==> config.mk <==
export PLATFORM = sky130hd
export DESIGN_NAME = pool_window_scheduler_flat
export DESIGN_NICKNAME = d
export VERILOG_FILES = /design/src/rtl/pool_window_scheduler_if.sv /design/src/rtl/pool_window_scheduler.sv /design/src/flat_wrapper.sv
export SDC_FILE = /design/constraint.sdc
export NUM_CORES = 1
export LEC_CHECK = 0
export CORE_MARGIN = 10
export CORE_UTILIZATION = 40
export DETAILED_ROUTE_END_ITERATION = 10
export PLACE_DENSITY = 0.75
export SETUP_SLACK_MARGIN = 0.3
export SLEW_MARGIN = 20
export SYNTH_ARGS = -nofsm -noshare
export SYNTH_HDL_FRONTEND = slang
export SYNTH_SLANG_ARGS = --single-unit
==> constraint.sdc <==
create_clock -name clk -period 1.3 [get_ports clk]
set_input_delay 0.26 -clock clk [delete_from_list [all_inputs] [get_ports clk]]
set_output_delay 0.26 -clock clk [all_outputs]
set_load 0.005 [all_outputs]
==> src/rtl/pool_window_scheduler_if.sv <==
// Scheduler bundle: SRAM read port, pooling-unit load/run port and the result stream.
// master = scheduler side, slave = memory / pooling unit / downstream side.
interface pool_window_scheduler_if #(
  parameter int IL     = 8,
  parameter int FL     = 12,
  parameter int K      = 2,
  parameter int ADDR_W = 6,
  parameter int IDX_W  = 4
);
  logic                              rd_en;
  logic [ADDR_W-1:0]                 rd_addr;
  logic [IL+FL-1:0]                  rd_data;
  logic [K*K-1:0][IL+FL-1:0]         pool_im;
  logic                              pool_en;
  logic                              pool_input_ready;
  logic [IL+FL-1:0]                  pool_om;
  logic                              pool_done;
  logic                              out_valid;
  logic                              out_ready;
  logic [IL+FL-1:0]                  out_data;
  logic [IDX_W-1:0]                  out_idx;

  modport master (
    output rd_en, rd_addr, pool_im, pool_en, pool_input_ready, out_valid, out_data, out_idx,
    input  rd_data, pool_om, pool_done, out_ready
  );

  modport slave (
    input  rd_en, rd_addr, pool_im, pool_en, pool_input_ready, out_valid, out_data, out_idx,
    output rd_data, pool_om, pool_done, out_ready
  );
endinterface

==> src/rtl/pool_window_scheduler.sv <==
// Walks every KxK window of an SRAM feature map through one pooling unit and streams the results;
// 2*K*K+4 cycles per window with out_ready high, a stalled result holds the next fetch. POOL_SCHED_PERF_EN adds stall/window counters.
module pool_window_scheduler #(
  parameter int IL     = 8,
  parameter int FL     = 12,
  parameter int FM_W   = 8,
  parameter int FM_H   = 8,
  parameter int K      = 2,
  parameter int ADDR_W = $clog2(FM_W*FM_H),
  parameter int IDX_W  = $clog2((FM_W/K)*(FM_H/K))
) (
  input  logic clk,
  input  logic rst,
  input  logic start,
  output logic busy,
  output logic frame_done,
`ifdef POOL_SCHED_PERF_EN
  output logic [31:0]    stall_cycles,
  output logic [IDX_W:0] win_count,
`endif
  pool_window_scheduler_if.master bus
);

  localparam int DW    = IL + FL;
  localparam int KK    = K * K;
  localparam int KK_W  = $clog2(KK);
  localparam int TAP_W = $clog2(KK + 1);
  localparam int LOG2K = $clog2(K);
  localparam int WX    = FM_W / K;
  localparam int WY    = FM_H / K;
  localparam int WX_W  = (WX > 1) ? $clog2(WX) : 1;
  localparam int WY_W  = (WY > 1) ? $clog2(WY) : 1;

  typedef enum logic [2:0] {
    S_IDLE,
    S_FETCH,
    S_LOAD,
    S_RUN,
    S_CAPTURE,
    S_OUT
  } state_e;

  state_e                  state_q, state_d;
  logic [TAP_W-1:0]        tap_q, tap_d;
  logic [WX_W-1:0]         wx_q, wx_d;
  logic [WY_W-1:0]         wy_q, wy_d;
  logic [IDX_W-1:0]        idx_q, idx_d;
  logic                    busy_q, busy_d;
  logic                    frame_done_q, frame_done_d;
  logic                    rd_vld_q;
  logic [KK_W-1:0]         rd_tap_q;
  logic [KK-1:0][DW-1:0]   pool_im_q;
  logic [DW-1:0]           out_data_q;
  logic [IDX_W-1:0]        out_idx_q;

  logic                    start_acc;
  logic                    hs;
  logic                    last_win;
  logic                    rd_en_w;
  logic [31:0]             tap_r;
  logic [31:0]             tap_c;

  assign start_acc = (state_q == S_IDLE) && start;
  assign hs        = (state_q == S_OUT) && bus.out_ready;
  assign last_win  = (wx_q == WX_W'(WX - 1)) && (wy_q == WY_W'(WY - 1));
  // The final FETCH cycle issues no read; it only lands the last tap.
  assign rd_en_w   = (state_q == S_FETCH) && (tap_q < TAP_W'(KK));

  always_ff @(posedge clk) begin
    if (rst) begin
      state_q <= S_IDLE;
    end else begin
      state_q <= state_d;
    end
  end

  always_comb begin
    state_d = state_q;
    case (state_q)
      S_IDLE:    if (start) state_d = S_FETCH;
      S_FETCH:   if (tap_q == TAP_W'(KK)) state_d = S_LOAD;
      S_LOAD:    state_d = S_RUN;
      S_RUN:     if (bus.pool_done) state_d = S_CAPTURE;
      S_CAPTURE: state_d = S_OUT;
      S_OUT:     if (bus.out_ready) state_d = last_win ? S_IDLE : S_FETCH;
      default:   state_d = S_IDLE;
    endcase
  end

  always_comb begin
    bus.rd_en            = rd_en_w;
    bus.pool_en          = 1'b0;
    bus.pool_input_ready = 1'b0;
    bus.out_valid        = 1'b0;
    case (state_q)
      S_LOAD: begin
        bus.pool_en          = 1'b1;
        bus.pool_input_ready = 1'b1;
      end
      S_RUN:   bus.pool_en   = 1'b1;
      S_OUT:   bus.out_valid = 1'b1;
      default: ;
    endcase
  end

  // Tap t = r*K + c maps to row wy*K+r, column wx*K+c of the row-major map.
  always_comb begin
    tap_r       = 32'(tap_q) >> LOG2K;
    tap_c       = 32'(tap_q) & 32'(K - 1);
    bus.rd_addr = '0;
    if (rd_en_w) begin
      bus.rd_addr = ADDR_W'((32'(wy_q) * 32'(K) + tap_r) * 32'(FM_W) + 32'(wx_q) * 32'(K) + tap_c);
    end
  end

  always_comb begin
    tap_d = '0;
    if ((state_q == S_FETCH) && (tap_q != TAP_W'(KK))) tap_d = tap_q + TAP_W'(1);

    wx_d  = wx_q;
    wy_d  = wy_q;
    idx_d = idx_q;
    if (start_acc) begin
      wx_d  = '0;
      wy_d  = '0;
      idx_d = '0;
    end else if (hs) begin
      idx_d = idx_q + IDX_W'(1);
      if (wx_q == WX_W'(WX - 1)) begin
        wx_d = '0;
        wy_d = last_win ? '0 : wy_q + WY_W'(1);
      end else begin
        wx_d = wx_q + WX_W'(1);
      end
    end

    busy_d = busy_q;
    if (start_acc) begin
      busy_d = 1'b1;
    end else if (frame_done_q) begin
      busy_d = 1'b0;
    end
    frame_done_d = hs && last_win;
  end

  always_ff @(posedge clk) begin
    if (rst) begin
      tap_q        <= '0;
      wx_q         <= '0;
      wy_q         <= '0;
      idx_q        <= '0;
      busy_q       <= 1'b0;
      frame_done_q <= 1'b0;
      rd_vld_q     <= 1'b0;
      rd_tap_q     <= '0;
      pool_im_q    <= '0;
      out_data_q   <= '0;
      out_idx_q    <= '0;
    end else begin
      tap_q        <= tap_d;
      wx_q         <= wx_d;
      wy_q         <= wy_d;
      idx_q        <= idx_d;
      busy_q       <= busy_d;
      frame_done_q <= frame_done_d;
      rd_vld_q     <= rd_en_w;
      rd_tap_q     <= tap_q[KK_W-1:0];
      // Only FETCH writes the window, so it stays frozen from LOAD through CAPTURE.
      if (rd_vld_q) pool_im_q[rd_tap_q] <= bus.rd_data;
      if (state_q == S_CAPTURE) begin
        out_data_q <= bus.pool_om;
        out_idx_q  <= idx_q;
      end
    end
  end

  assign bus.pool_im  = pool_im_q;
  assign bus.out_data = out_data_q;
  assign bus.out_idx  = out_idx_q;
  assign busy         = busy_q;
  assign frame_done   = frame_done_q;

`ifdef POOL_SCHED_PERF_EN
  logic [31:0]    stall_q;
  logic [IDX_W:0] win_q;

  always_ff @(posedge clk) begin
    if (rst || start_acc) begin
      stall_q <= '0;
      win_q   <= '0;
    end else begin
      if ((state_q == S_OUT) && !bus.out_ready && (stall_q != '1)) stall_q <= stall_q + 32'd1;
      if (hs) win_q <= win_q + (IDX_W+1)'(1);
    end
  end

  assign stall_cycles = stall_q;
  assign win_count    = win_q;
`endif

endmodule
==> src/flat_wrapper.sv <==
// flat-port wrapper written by rule: the top's interface ports become plain ports
module pool_window_scheduler_flat 
#(
  parameter int IL     = 8,
  parameter int FL     = 12,
  parameter int FM_W   = 8,
  parameter int FM_H   = 8,
  parameter int K      = 2,
  parameter int ADDR_W = $clog2(FM_W*FM_H),
  parameter int IDX_W  = $clog2((FM_W/K)*(FM_H/K))
)
  (clk, rst, start, busy, frame_done, bus_rd_en, bus_rd_addr, bus_pool_im, bus_pool_en, bus_pool_input_ready, bus_out_valid, bus_out_data, bus_out_idx, bus_rd_data, bus_pool_om, bus_pool_done, bus_out_ready);
  pool_window_scheduler_if #(.IL(IL), .FL(FL), .K(K), .ADDR_W(ADDR_W), .IDX_W(IDX_W)) bus_i ();
  input  logic clk;
  input  logic rst;
  input  logic start;
  output logic busy;
  output logic frame_done;
  output wire logic [$bits(bus_i.rd_en)-1:0] bus_rd_en;
  output wire logic [$bits(bus_i.rd_addr)-1:0] bus_rd_addr;
  output wire logic [$bits(bus_i.pool_im)-1:0] bus_pool_im;
  output wire logic [$bits(bus_i.pool_en)-1:0] bus_pool_en;
  output wire logic [$bits(bus_i.pool_input_ready)-1:0] bus_pool_input_ready;
  output wire logic [$bits(bus_i.out_valid)-1:0] bus_out_valid;
  output wire logic [$bits(bus_i.out_data)-1:0] bus_out_data;
  output wire logic [$bits(bus_i.out_idx)-1:0] bus_out_idx;
  input wire logic [$bits(bus_i.rd_data)-1:0] bus_rd_data;
  input wire logic [$bits(bus_i.pool_om)-1:0] bus_pool_om;
  input wire logic [$bits(bus_i.pool_done)-1:0] bus_pool_done;
  input wire logic [$bits(bus_i.out_ready)-1:0] bus_out_ready;
  assign bus_rd_en = bus_i.rd_en;
  assign bus_rd_addr = bus_i.rd_addr;
  assign bus_pool_im = bus_i.pool_im;
  assign bus_pool_en = bus_i.pool_en;
  assign bus_pool_input_ready = bus_i.pool_input_ready;
  assign bus_out_valid = bus_i.out_valid;
  assign bus_out_data = bus_i.out_data;
  assign bus_out_idx = bus_i.out_idx;
  assign bus_i.rd_data = bus_rd_data;
  assign bus_i.pool_om = bus_pool_om;
  assign bus_i.pool_done = bus_pool_done;
  assign bus_i.out_ready = bus_out_ready;
  pool_window_scheduler #(.IL(IL), .FL(FL), .FM_W(FM_W), .FM_H(FM_H), .K(K), .ADDR_W(ADDR_W), .IDX_W(IDX_W)) u_core (.clk(clk), .rst(rst), .start(start), .busy(busy), .frame_done(frame_done), .bus(bus_i));
endmodule
=== Word level (Yosys, flattened, before mapping) ===
Cells that the tools add are included.

* Bits in registers: 123
* Latch bits: 0
* Memory bits (writable): 0
* Memory bits (read-only): 0
* Output and inout port bits: 116
* Logic and storage cells: 70
* Memories kept: 0

* Add/sub/neg operators: 7
* Multiply operators: 0
* Divide/modulo/power cells: 0
* Order comparisons: 3
* Equal/unequal tests: 13
* Shift-type cells: 0
* Muxes and demuxes: 17
* Bitwise operators: 1
* Reductions and logical operators: 14

{| class="wikitable"
|+ Operators by type and width
! kind !! count
|-
| bitwise mux 80 bit || 1
|-
| demux 20 bit (select 2 bit) || 1
|-
| two-way mux 20 bit || 1
|-
| case mux 3 bit (6 select lines) || 1
|-
| two-way mux 3 bit || 4
|-
| equality test 3 bit, second input constant || 3
|-
| logical AND 1 bit || 7
|-
| adder 6 x 1 -> 6 bit || 1
|-
| adder 6 x 3 -> 6 bit || 1
|-
| equality test 3 x 2 -> 1 bit, second input constant || 2
|-
| two-way mux 1 bit || 6
|-
| two-way mux 6 bit || 1
|-
| inequality test 2 bit, second input constant || 3
|-
| OR reduction 2 bit || 3
|-
| adder 2 x 1 -> 2 bit, second input constant || 2
|-
| adder 4 x 1 -> 4 bit, second input constant || 1
|-
| equality test 2 bit, second input constant || 2
|-
| two-way mux 2 bit || 2
|-
| AND reduction 4 bit || 1
|-
| adder 3 x 1 -> 3 bit, second input constant || 1
|-
| adder 3 x 2 -> 3 bit || 1
|-
| equality test 3 x 1 -> 1 bit, second input constant || 1
|-
| logical NOT 3 bit || 1
|-
| < comparator 2 x 3 -> 1 bit, second input constant || 1
|-
| 7 further kinds || 7
|}

=== Depth between registers and ports, before layout ===
Gate-level depths: netlist of the first run.

* Depth in word-level cells: 5
* Depth in mapped cells: 6
* Depth with buffers taken out: 5

=== Worst setup path after synthesis of the first run ===
No wires, ideal clock.

* Path type: flip-flop to output port
* Start: reg u_core.state_q[2]
* End: out bus_rd_addr[1]
* Arrival: 1.035 ns
* Slack: 0.005 ns
* Stages on the path, launching flop included: 5
* Path buffers: 2
* Path through: dfxtp_1 buf_2 clkbuf_1 nor3_2 and2_1

* Word-level cells in the longest chain between the ends: 3

{| class="wikitable"
|+ RTL lines
! item !! RTL line !! text
|-
| start, declared || pool_window_scheduler.sv:43 || <nowiki>state_e state_q, state_d;</nowiki>
|-
| start signal, assigned || pool_window_scheduler.sv:73 || <nowiki>state_q <= state_d;</nowiki>
|-
| equality test 3 x 1 -> 1 bit || pool_window_scheduler.sv:67 || <nowiki>assign rd_en_w = (state_q == S_FETCH) && (tap_q < TAP_W'(KK));</nowiki>
|-
| logical AND 1 bit || pool_window_scheduler.sv:67 ||
|-
| named net bus_rd_en || flat_wrapper.sv:19 || <nowiki>output wire logic [$bits(bus_i.rd_en)-1:0] bus_rd_en;</nowiki>
|-
| two-way mux 6 bit || pool_window_scheduler.sv:111 || <nowiki>if (rd_en_w) begin</nowiki>
|-
| end, declared || flat_wrapper.sv:20 || <nowiki>output wire logic [$bits(bus_i.rd_addr)-1:0] bus_rd_addr;</nowiki>
|}

The timed path passes the listed nets, and every way through them passes these cells.

=== Final worst setup path of the first run ===
* Start: reg u_core.state_q[1]
* End: reg u_core.idx_q[3]

* Word-level cells in the longest chain between the ends: 3
* Elaborated cells between the ends (all ways): 5

{| class="wikitable"
|+ RTL lines
! item !! RTL line !! text
|-
| logical NOT 3 bit || pool_window_scheduler.sv:63 || <nowiki>assign start_acc = (state_q == S_IDLE) && start;</nowiki>
|-
| logical AND 1 bit || pool_window_scheduler.sv:63 ||
|-
| OR reduction 2 bit (no source line) || - ||
|-
| end signal, assigned || pool_window_scheduler.sv:163 || <nowiki>idx_q <= idx_d;</nowiki>
|-
| end, declared || pool_window_scheduler.sv:47 || <nowiki>logic [IDX_W-1:0] idx_q, idx_d;</nowiki>
|}

Several ways; a longest one is shown, not always the timed one.
A chain may end at the register's enable or synchronous reset.

==> impl_metrics.toml, run 1 <==
[placed_design]
numPortBuffers = 160
place.gp.congestion = 0.831
placed_cell_area_um2 = 6490
hpwl_mm = 10.7

[timing]
min_period_ps = 1750
slew_headroom_pct = 62.1
skew_ps = 9.51
finalSetupViolations = 62
fin_crit_sh_pct = 135
maxSlewViolCount = 0
hold_viol_final = 0
worst_pin_slew_ps = 569
fmax_ghz = 0.570
final.setup.worst_slack_ps = -453
rsz0062_at_grt = "yes"

[clock_network]
cts_hold_buffers = 0
clkSlewWorstSetupHoldPaths_ps = 60
clock_path_buffers = 2
cts_tree = "yes"
root_buffer = "clkbuf_16"
htree_num_levels = 4
numCtsBuffers = 17
clkSinkCount = 123
clock_latency_ps = 420

[yosys]
ys_seq_elements = 123
seq_area_frac_synth_pct = 54.4
synthTopCellsByArea = "dfxtp_1 54%, nand2_1 18%, a21oi_1 12%"
synth_warnings = 0
syn_nets = 617
synth_top_area_cell = "dfxtp_1"
ys_types = 36
synth_top_area_share_pct = 54.4
syn_area_per_cell_um2 = 8.00
synth_cells = 566
netlist_area_um2 = 4530

[worst_setup_path]
cp.required_ps = 1650
crit_arrival_ps = 2100
critPathLaunchType = "register"
crit_path_end_kind = "register"
path_class = "register to register"
reg2reg_slack_ps = -450
cp_max_fo = 5

[power]
totalPowerFinal_mw = 9.56
leakagePower_nw = 3.91
power_density_nw_per_um2 = 975
ir_worst_vdd_mv = 0.779

[worst_hold_path]
min_path_type = "input port to register"

[grt]
grt_pass1_vias = 5395
antenna_found_initial = 0
grt_max_degree = 86
overflow = 0
grt_use_total_pct = 23.0
grt_pass1_wl_mm = 29.7

[detailed_routing]
antenna_left = 0
firstDrtPassIters = 5
wl_per_cell_um = 24.1
drt_wl_total_mm = 24.0
via_per_inst = 5.74
drt_iter0_markers = 623
vias = 5725
drc = 0

[floorplan]
die_w_um = 126
rows = 38
core_um2 = 11000
ios = 161
start_util_pct = 41.2
die_area_um2 = 16000
fp.dieH_um = 126

[finish]
drive_gt1_share_pct = 79.5
fin_nets = 895
area_growth_pct = 117
antenna_cells = 0
design_area_um2 = 9810

[job]
drv_cap = 0

[outcome]
violations = "negative setup slack"
status = "finished with violations"
area by class of cell:
class,count,area [um^2]
Timing Repair Buffer,293,3110
Tap cell,140,175
Clock inverter,14,171
Sequential cell,123,2650
Multi-Input combinational cell,404,3230
Fill cell,428,1180
Inverter,5,18.8
Clock buffer,18,439
synthesized netlist by cell type:
master      n
nand2_1   218
dfxtp_1   123
a21oi_1   113
clkbuf_1   23
buf_2      11
nor2_1      8
ha_1        6
inv_1       5
nor2b_1     5
o21ai_0     5
and2_1      4
nor4_1      4
nand3_1     3
nor3_1      3
nor3b_1     3
or3_1       3
xnor2_1     3
a32oi_1     2
and3_1      2
and3b_1     2
buf_1       2
buf_4       2
buf_6       2
nand3b_1    2
a211oi_1    1
a21o_1      1
a221oi_1    1
and4b_1     1
nand2b_1    1
nand4b_1    1
nor3_2      1
nor3b_2     1
o32ai_1     1
or3b_1      1
or3b_2      1
or4_1       1
routing by layer:
layer / global-route usage, % / vias to the layer above / part of all wire, % / routed length (um)
li1: - / 2445 / - / -
met1: 26.2 / 2906 / 37 / 8860
met2: 39.5 / 302 / 53 / 12600
met3: 6.29 / 72 / 6.7 / 1610
met4: 10.4 / 0 / 3.7 / 898
met5: 0 / - / 0 / 0
cell usage in the layout, fill, tap and decap left out, types with 3 or more instances in the layout:
cell and n:
nand2_4 60, bufinv_16 3, buf_16 6, inv_1 3, or3b_4 5, nor2b_4 4
buf_2 11, clkdlybuf4s50_1 43, a21oi_2 103, dfxtp_1 5, buf_8 6, ha_1 3
buf_12 10, dfxtp_4 17, clkbuf_16 17, a21oi_1 9, buf_4 72, o21ai_1 3
and3b_2 4, dfxtp_2 101, nor2_1 8, clkinvlp_4 3, clkinv_4 4, nor3_4 3
ha_4 3, buf_6 144, clkinv_2 3, nand2_1 89, nand2_2 69
cell families after synthesis:
family	after synthesis	share of synthesized area, %
compound gates	124	14.1
flops	123	54.4
xor+xnor	3	0.580
simple gates	265	24.7
buf+inv	45	4.53
fa+ha+maj	6	1.66
registers in the layout (all words and copies together), names as in the netlist:
name                 cells
u_core.idx_q             4
u_core.state_q           3
u_core.bus.out_data     20
u_core.rd_vld_q          1
u_core.wy_q              2
u_core.frame_done        1
u_core.tap_q             3
u_core.rd_tap_q          2
u_core.bus.pool_im      80
u_core.wx_q              2
u_core.busy              1
u_core.bus.out_idx       4
power breakdown:
part           switching (mW)  internal, mW  leakage [nW]
combinational           0.416         0.368          2.56
clock                    1.89          3.07         0.292
sequential             0.0373          3.79          1.06
total                    2.34          7.22          3.91
worst max-delay path, stage by stage (launching register included):
cell      delay [ps]
dfxtp_2          320
buf_4            130
buf_6            120
buf_8            120
buf_6            110
nand4b_1         210
buf_6            170
or3_1            340
a21oi_2          160
worst paths after layout:
path                                from                      to  cells after the start
setup / recovery       u_core.state_q[1]         u_core.idx_q[3]                      8
hold reg to reg   u_core.bus.pool_im[46]  u_core.bus.pool_im[46]                      2
setup reg to reg       u_core.state_q[1]         u_core.idx_q[3]                      8
hold / removal                       rst       u_core.state_q[2]                      2
metrics by stage:
| step | worst slack, ps | cells | utilization [%] | hold WS [ps] | setup TNS, ps |
|---|---|---|---|---|---|
| final | -453 | 997 | 89.3 | 138 | -16300 |
| after global routing | -516 | 997 | 89.3 | 136 | -19200 |
| after CTS | -463 | 959 | 79.3 | 106 | -9710 |
| after detailed placement | -367 | 864 | 59.1 | 447 | -9850 |
| after global placement | -300 | 864 | 59.1 | 442 | -7360 |
| after floorplan | 61.2 | 566 | - | 396 | 0 |
repair_timing:
| action | 4_1_cts | 5_1_grt |
|---|---|---|
| endpoints found under the setup margin | 237 | 237 |
| setup buffers | 45 | 37 |
| gates resized for setup | 927 | 196 |
| pin swaps | 149 | 70 |
| cloned | 18 | 1 |
No activity file was read; power rests on OpenSTA's default activity.
==> inputs of run 2 (changes only) <==
--- a/config.mk
+++ b/config.mk
@@ -10,6 +10,7 @@
 export DETAILED_ROUTE_END_ITERATION = 10
 export PLACE_DENSITY = 0.75
 export SETUP_SLACK_MARGIN = 0.3
+export SKIP_CTS_REPAIR_TIMING = 1
 export SLEW_MARGIN = 20
 export SYNTH_ARGS = -nofsm -noshare
 export SYNTH_HDL_FRONTEND = slang
==> run 2 against run 1 <==
The run still ends with negative setup slack left. Critical path type is now register to output port. Critical endpoint is now bus_rd_addr[1]. Design area decreased by 9.1%. First-iteration DRC count down 50%. Sequential power hardly changed. Sequential share of layout area rose by 2.5 points. Flip-flop and latch count unchanged.
==> impl_metrics.toml, run 2 (same netlist as run 1, synthesis figures left out) <==
[finish]
largest_reg_flops = 80
final_common_cell = "buf_6"
n_fill_cell = 611
final_cells = 945
area_growth_pct = 96.8
final_cell_mix = "124 x buf_6, 114 x nand2_1, 105 x dfxtp_2, 88 x a21oi_2, 54 x nand2_4"
drive_gt1_share_pct = 71.8
antenna_cells = 0
design_area_um2 = 8910
fin_nets = 843
fin_util_pct = 81.1

[power]
power_density_nw_per_um2 = 1060
internal-power_mw = 7.21
clock_power_share_pct = 51.9
ir_worst_vdd_mv = 0.899
seq_power_share_pct = 40.6
totalPowerFinal_mw = 9.44
swShare_pct = 23.6
power.switching_mw = 2.23
leakagePower_nw = 3.50
combPwrFrac_pct = 7.5

[detailed_routing]
via_per_inst = 5.37
drc = 0
antenna_left = 0
wl_per_cell_um = 20.9
firstDrtPassIters = 8
vias = 5076
drt_iter0_markers = 314
drt_wl_total_mm = 19.7

[worst_setup_path]
crit_arrival_ps = 1440
reg2regPathDepth = 7
crit_path_end_kind = "output port"
rr_startpoint = "u_core.state_q[1]"
path_class = "register to output port"
r2r_end = "u_core.bus.out_data[15]"
reg2reg_slack_ps = -340
cp_max_fo = 3
cp.required_ps = 1040
critPathLaunchType = "register"

[outcome]
violations = "negative setup slack"
status = "finished with violations"

[timing]
skew_ps = 7.66
fmax_ghz = 0.588
fin_crit_sh_pct = 131
final.setup.worst_slack_ps = -400
finalSetupViolations = 50
finalSetupTns_ps = -13080
min_period_ps = 1700
rsz0062_at_grt = "yes"
slew_headroom_pct = 64.0
hold_viol_final = 0
worst_pin_slew_ps = 540
maxSlewViolCount = 0
worst_hold_slack_ps = 144

[clock_network]
clock_latency_ps = 420
clkSlewWorstSetupHoldPaths_ps = 60
clkSinkCount = 123
root_buffer = "clkbuf_16"
cts_tree = "yes"
clock_path_buffers = 2
numCtsBuffers = 17
htree_num_levels = 4

[floorplan]
fp.dieH_um = 126
ios = 161
die_w_um = 126
rows = 38
start_util_pct = 41.2
die_area_um2 = 16000
core_um2 = 11000

[grt]
antenna_found_initial = 0
grt_use_total_pct = 17.3
overflow = 0
grt_pass1_wl_mm = 22.8
grt_max_degree = 86
grt_pass1_vias = 4353

[worst_hold_path]
min_path_cells = 2
hold_path_end = "u_core.rd_vld_q"
min_path_type = "input port to register"
hp-start = "rst"

[placed_design]
placed_cell_area_um2 = 6490
hpwl_mm = 10.7
place_ws_ps = -367
numPortBuffers = 160
place_inst = 864
place.gp.congestion = 0.831

[job]
drv_cap = 0
run 2: cell count changes in the layout (fill, tap and decap cells not counted), moves of 16 or more:
cell | before | now
nand2_1 | 89 | 114
buf_6 | 144 | 124
a21oi_1 | 9 | 25
nand2_2 | 69 | 50
buf_4 | 72 | 35
clkbuf_2 | 0 | 23
run 2: worst max-delay path by stage:
stage / startpoint / to / depth (start not counted)
2_1_floorplan: u_core.state_q[2] / u_core.bus.out_idx[2] / 6
3_3_place_gp: u_core.state_q[1] / bus_rd_addr[4] / 4
3_5_place_dp: bus_out_ready / u_core.idx_q[3] / 5
4_1_cts: u_core.tap_q[2] / bus_rd_addr[3] / 3
5_1_grt: u_core.state_q[1] / bus_rd_addr[0] / 4
6_report: u_core.state_q[1] / bus_rd_addr[1] / 5
run 2: power by group through the flow:
stage	Clock, mW	Combinational [mW]	Sequential [mW]
after floorplan	0	0.167	3.92
after global placement	0	0.481	3.92
after detailed placement	0	0.488	3.92
after CTS	4.89	0.492	3.84
after global routing	5.12	0.745	3.84
final	4.90	0.709	3.83
run 2: critical path, cell delays in order (launching register included):
cell	delay [ps]
dfxtp_2	320
nand2b_4	160
nor3_4	210
buf_6	130
and2_4	130
buf_6	80
run 2: final cells by class:
cell class | count | area (um^2) | share of cell area [%]
inverters | 5 | 18.8 | 0.211
flip-flops and latches | 123 | 2640 | 29.6
multi-input cells | 402 | 2970 | 33.3
clock buffers | 18 | 439 | 4.93
repair buffers | 243 | 2500 | 28.1
clock inverters | 14 | 171 | 1.92
well taps | 140 | 175 | 1.97
run 2: metal layers:
layer,global-route usage (%),share of wire [%]
met5,0,0
met4,6.43,2.7
met3,5.41,5.6
met2,29.3,54
met1,20.0,38
==> inputs of run 3 (changes only) <==
--- a/config.mk
+++ b/config.mk
@@ -5,7 +5,6 @@
 export SDC_FILE = /design/constraint.sdc
 export NUM_CORES = 1
 export LEC_CHECK = 0
-export CORE_MARGIN = 10
 export CORE_UTILIZATION = 40
 export DETAILED_ROUTE_END_ITERATION = 10
 export PLACE_DENSITY = 0.75
==> run 3 against run 2 <==
The run still ends with negative setup slack left. Hold slack worse by 30 ps. Register-to-register slack worse by 70 ps. Final cell count up 0.74%. Combinational power down 0.7%. Maximum frequency fell by 3.5%. Flip-flop and latch count stayed put. Critical path depth grew 1. Non-clock buffer count is 10 higher. Critical path type unchanged. Critical endpoint unchanged.
==> impl_metrics.toml, run 3 (same netlist as run 1, synthesis figures left out) <==
[timing]
worst_pin_slew_ps = 496
slew_headroom_pct = 66.9
skew_ps = 8.11
hold_viol_final = 0
rsz0062_at_grt = "yes"
maxSlewViolCount = 0
min_period_ps = 1760
fmax_ghz = 0.568
fin_crit_sh_pct = 135
final.setup.worst_slack_ps = -461
finalSetupViolations = 50

[grt]
antenna_found_initial = 0
grt_max_degree = 87
grt_use_total_pct = 22.6
overflow = 0
grt_pass1_wl_mm = 20.4
grt_pass1_vias = 4300

[worst_setup_path]
crit_arrival_ps = 1500
path_delay_family = "buffers and inverters"
crit_path_end_kind = "output port"
critPathLaunchType = "register"
crit_cells = 6
rr_startpoint = "u_core.state_q[1]"
cp_max_fo = 4
cp.required_ps = 1040
slowest_stage = "dfxtp_2"
cp_num_buf_inv = 4
path_class = "register to output port"
crit_chain = "buf_12 > nor3_4 > buf_4 > buf_6 > and2_4 > clkbuf_2"
reg2regPathDepth = 7
startpoint = "u_core.tap_q[2]"
critical_path.max_stage_delay_ps = 340

[finish]
drive_gt1_share_pct = 69.5
antenna_cells = 0
n_fill_cell = 666
fin_nets = 852
final_common_cell = "dfxtp_2"
final_cell_mix = "113 x dfxtp_2, 111 x nand2_1, 76 x buf_6, 64 x a21oi_2"
design_area_um2 = 8600
regArea_um2 = 2620
area_growth_pct = 89.9
multiInputGateArea_um2 = 2850
largest_reg_flops = 80

[power]
leakagePower_nw = 3.50
ir_worst_vdd_mv = 0.665
power_density_nw_per_um2 = 1080

[clock_network]
clock_latency_ps = 400
cts_tree = "yes"
clock_path_buffers = 2
clkSlewWorstSetupHoldPaths_ps = 50
numCtsBuffers = 17
clkSinkCount = 123
htree_num_levels = 4
root_buffer = "clkbuf_16"

[floorplan]
die_area_um2 = 11700
ios = 161
rows = 38
start_util_pct = 41.4
core_um2 = 10900
fp.dieH_um = 108
die_w_um = 108

[detailed_routing]
antenna_left = 0
drc = 0
via_per_inst = 5.27
drt_iter0_markers = 305
drt_wl_total_mm = 18.0
wl_per_cell_um = 18.9
vias = 5020
firstDrtPassIters = 4

[placed_design]
hpwl_mm = 9.34
numPortBuffers = 160
placed_cell_area_um2 = 6520
place.gp.congestion = 0.833
place_ws_ps = -399

[outcome]
status = "finished with violations"
violations = "negative setup slack"

[worst_hold_path]
min_path_type = "input port to register"
hp-start = "rst"
min_path_cells = 2

[job]
drv_cap = 0
## run 3: changes by cell type in the layout (fill, tap and decap cells not counted), sizes merged
cell,previous run,this run
and3b,4,2
clkinvlp,3,2
dlymetal6s2s,2,1
clkbuf,45,88
clkinv,7,2
or3b,4,5
buf,171,144
inv,6,5
## run 3: through the flow
| step | hold WS [ps] | total power [mW] | std cells | utilization (%) | TNS (ps) |
|---|---|---|---|---|---|
| 3_3_place_gp | 430 | 4.39 | 864 | 59.6 | -6150 |
| 2_1_floorplan | 396 | 4.09 | 566 | - | 0 |
| 4_1_cts | 91.9 | 9.12 | 894 | 65.0 | -33370 |
| 5_1_grt | 108 | 9.56 | 952 | 78.6 | -15040 |
| 6_report | 114 | 9.33 | 952 | 78.6 | -13150 |
| 3_5_place_dp | 443 | 4.40 | 864 | 59.6 | -7360 |
## run 3: path summary, 6_finish.rpt
| check | to | slack [ps] |
|---|---|---|
| worst min-delay path | u_core.state_q[0] | 110 |
| worst max-delay path | bus_rd_addr[1] | -460 |
| worst max register to register | u_core.idx_q[2] | -410 |
| worst min register to register | u_core.tap_q[0] | 440 |
## run 3: area by class of cell
type	count	share of cell area, %
multi-input combinational	401	33.2
timing repair buffer	253	27.2
inverter	5	0.218
tap	140	2.04
clock inverter	7	1.34
sequential	123	30.5
clock buffer	23	5.56
## run 3: power by group
part           total (mW)  switching (mW)  internal (mW)
clock                4.77            1.63           3.14
combinational       0.704           0.363          0.340
sequential           3.85          0.0398           3.81
total                9.33            2.03           7.30
## run 3: metal layers
layer | up-vias | GRT usage (%) | wire length [um]
li1 | 2334 | - | -
met1 | 2457 | 26.8 | 7050
met2 | 182 | 39.6 | 9380
met3 | 47 | 5.61 | 1050
met4 | 0 | 7.72 | 514
met5 | - | 0 | 0
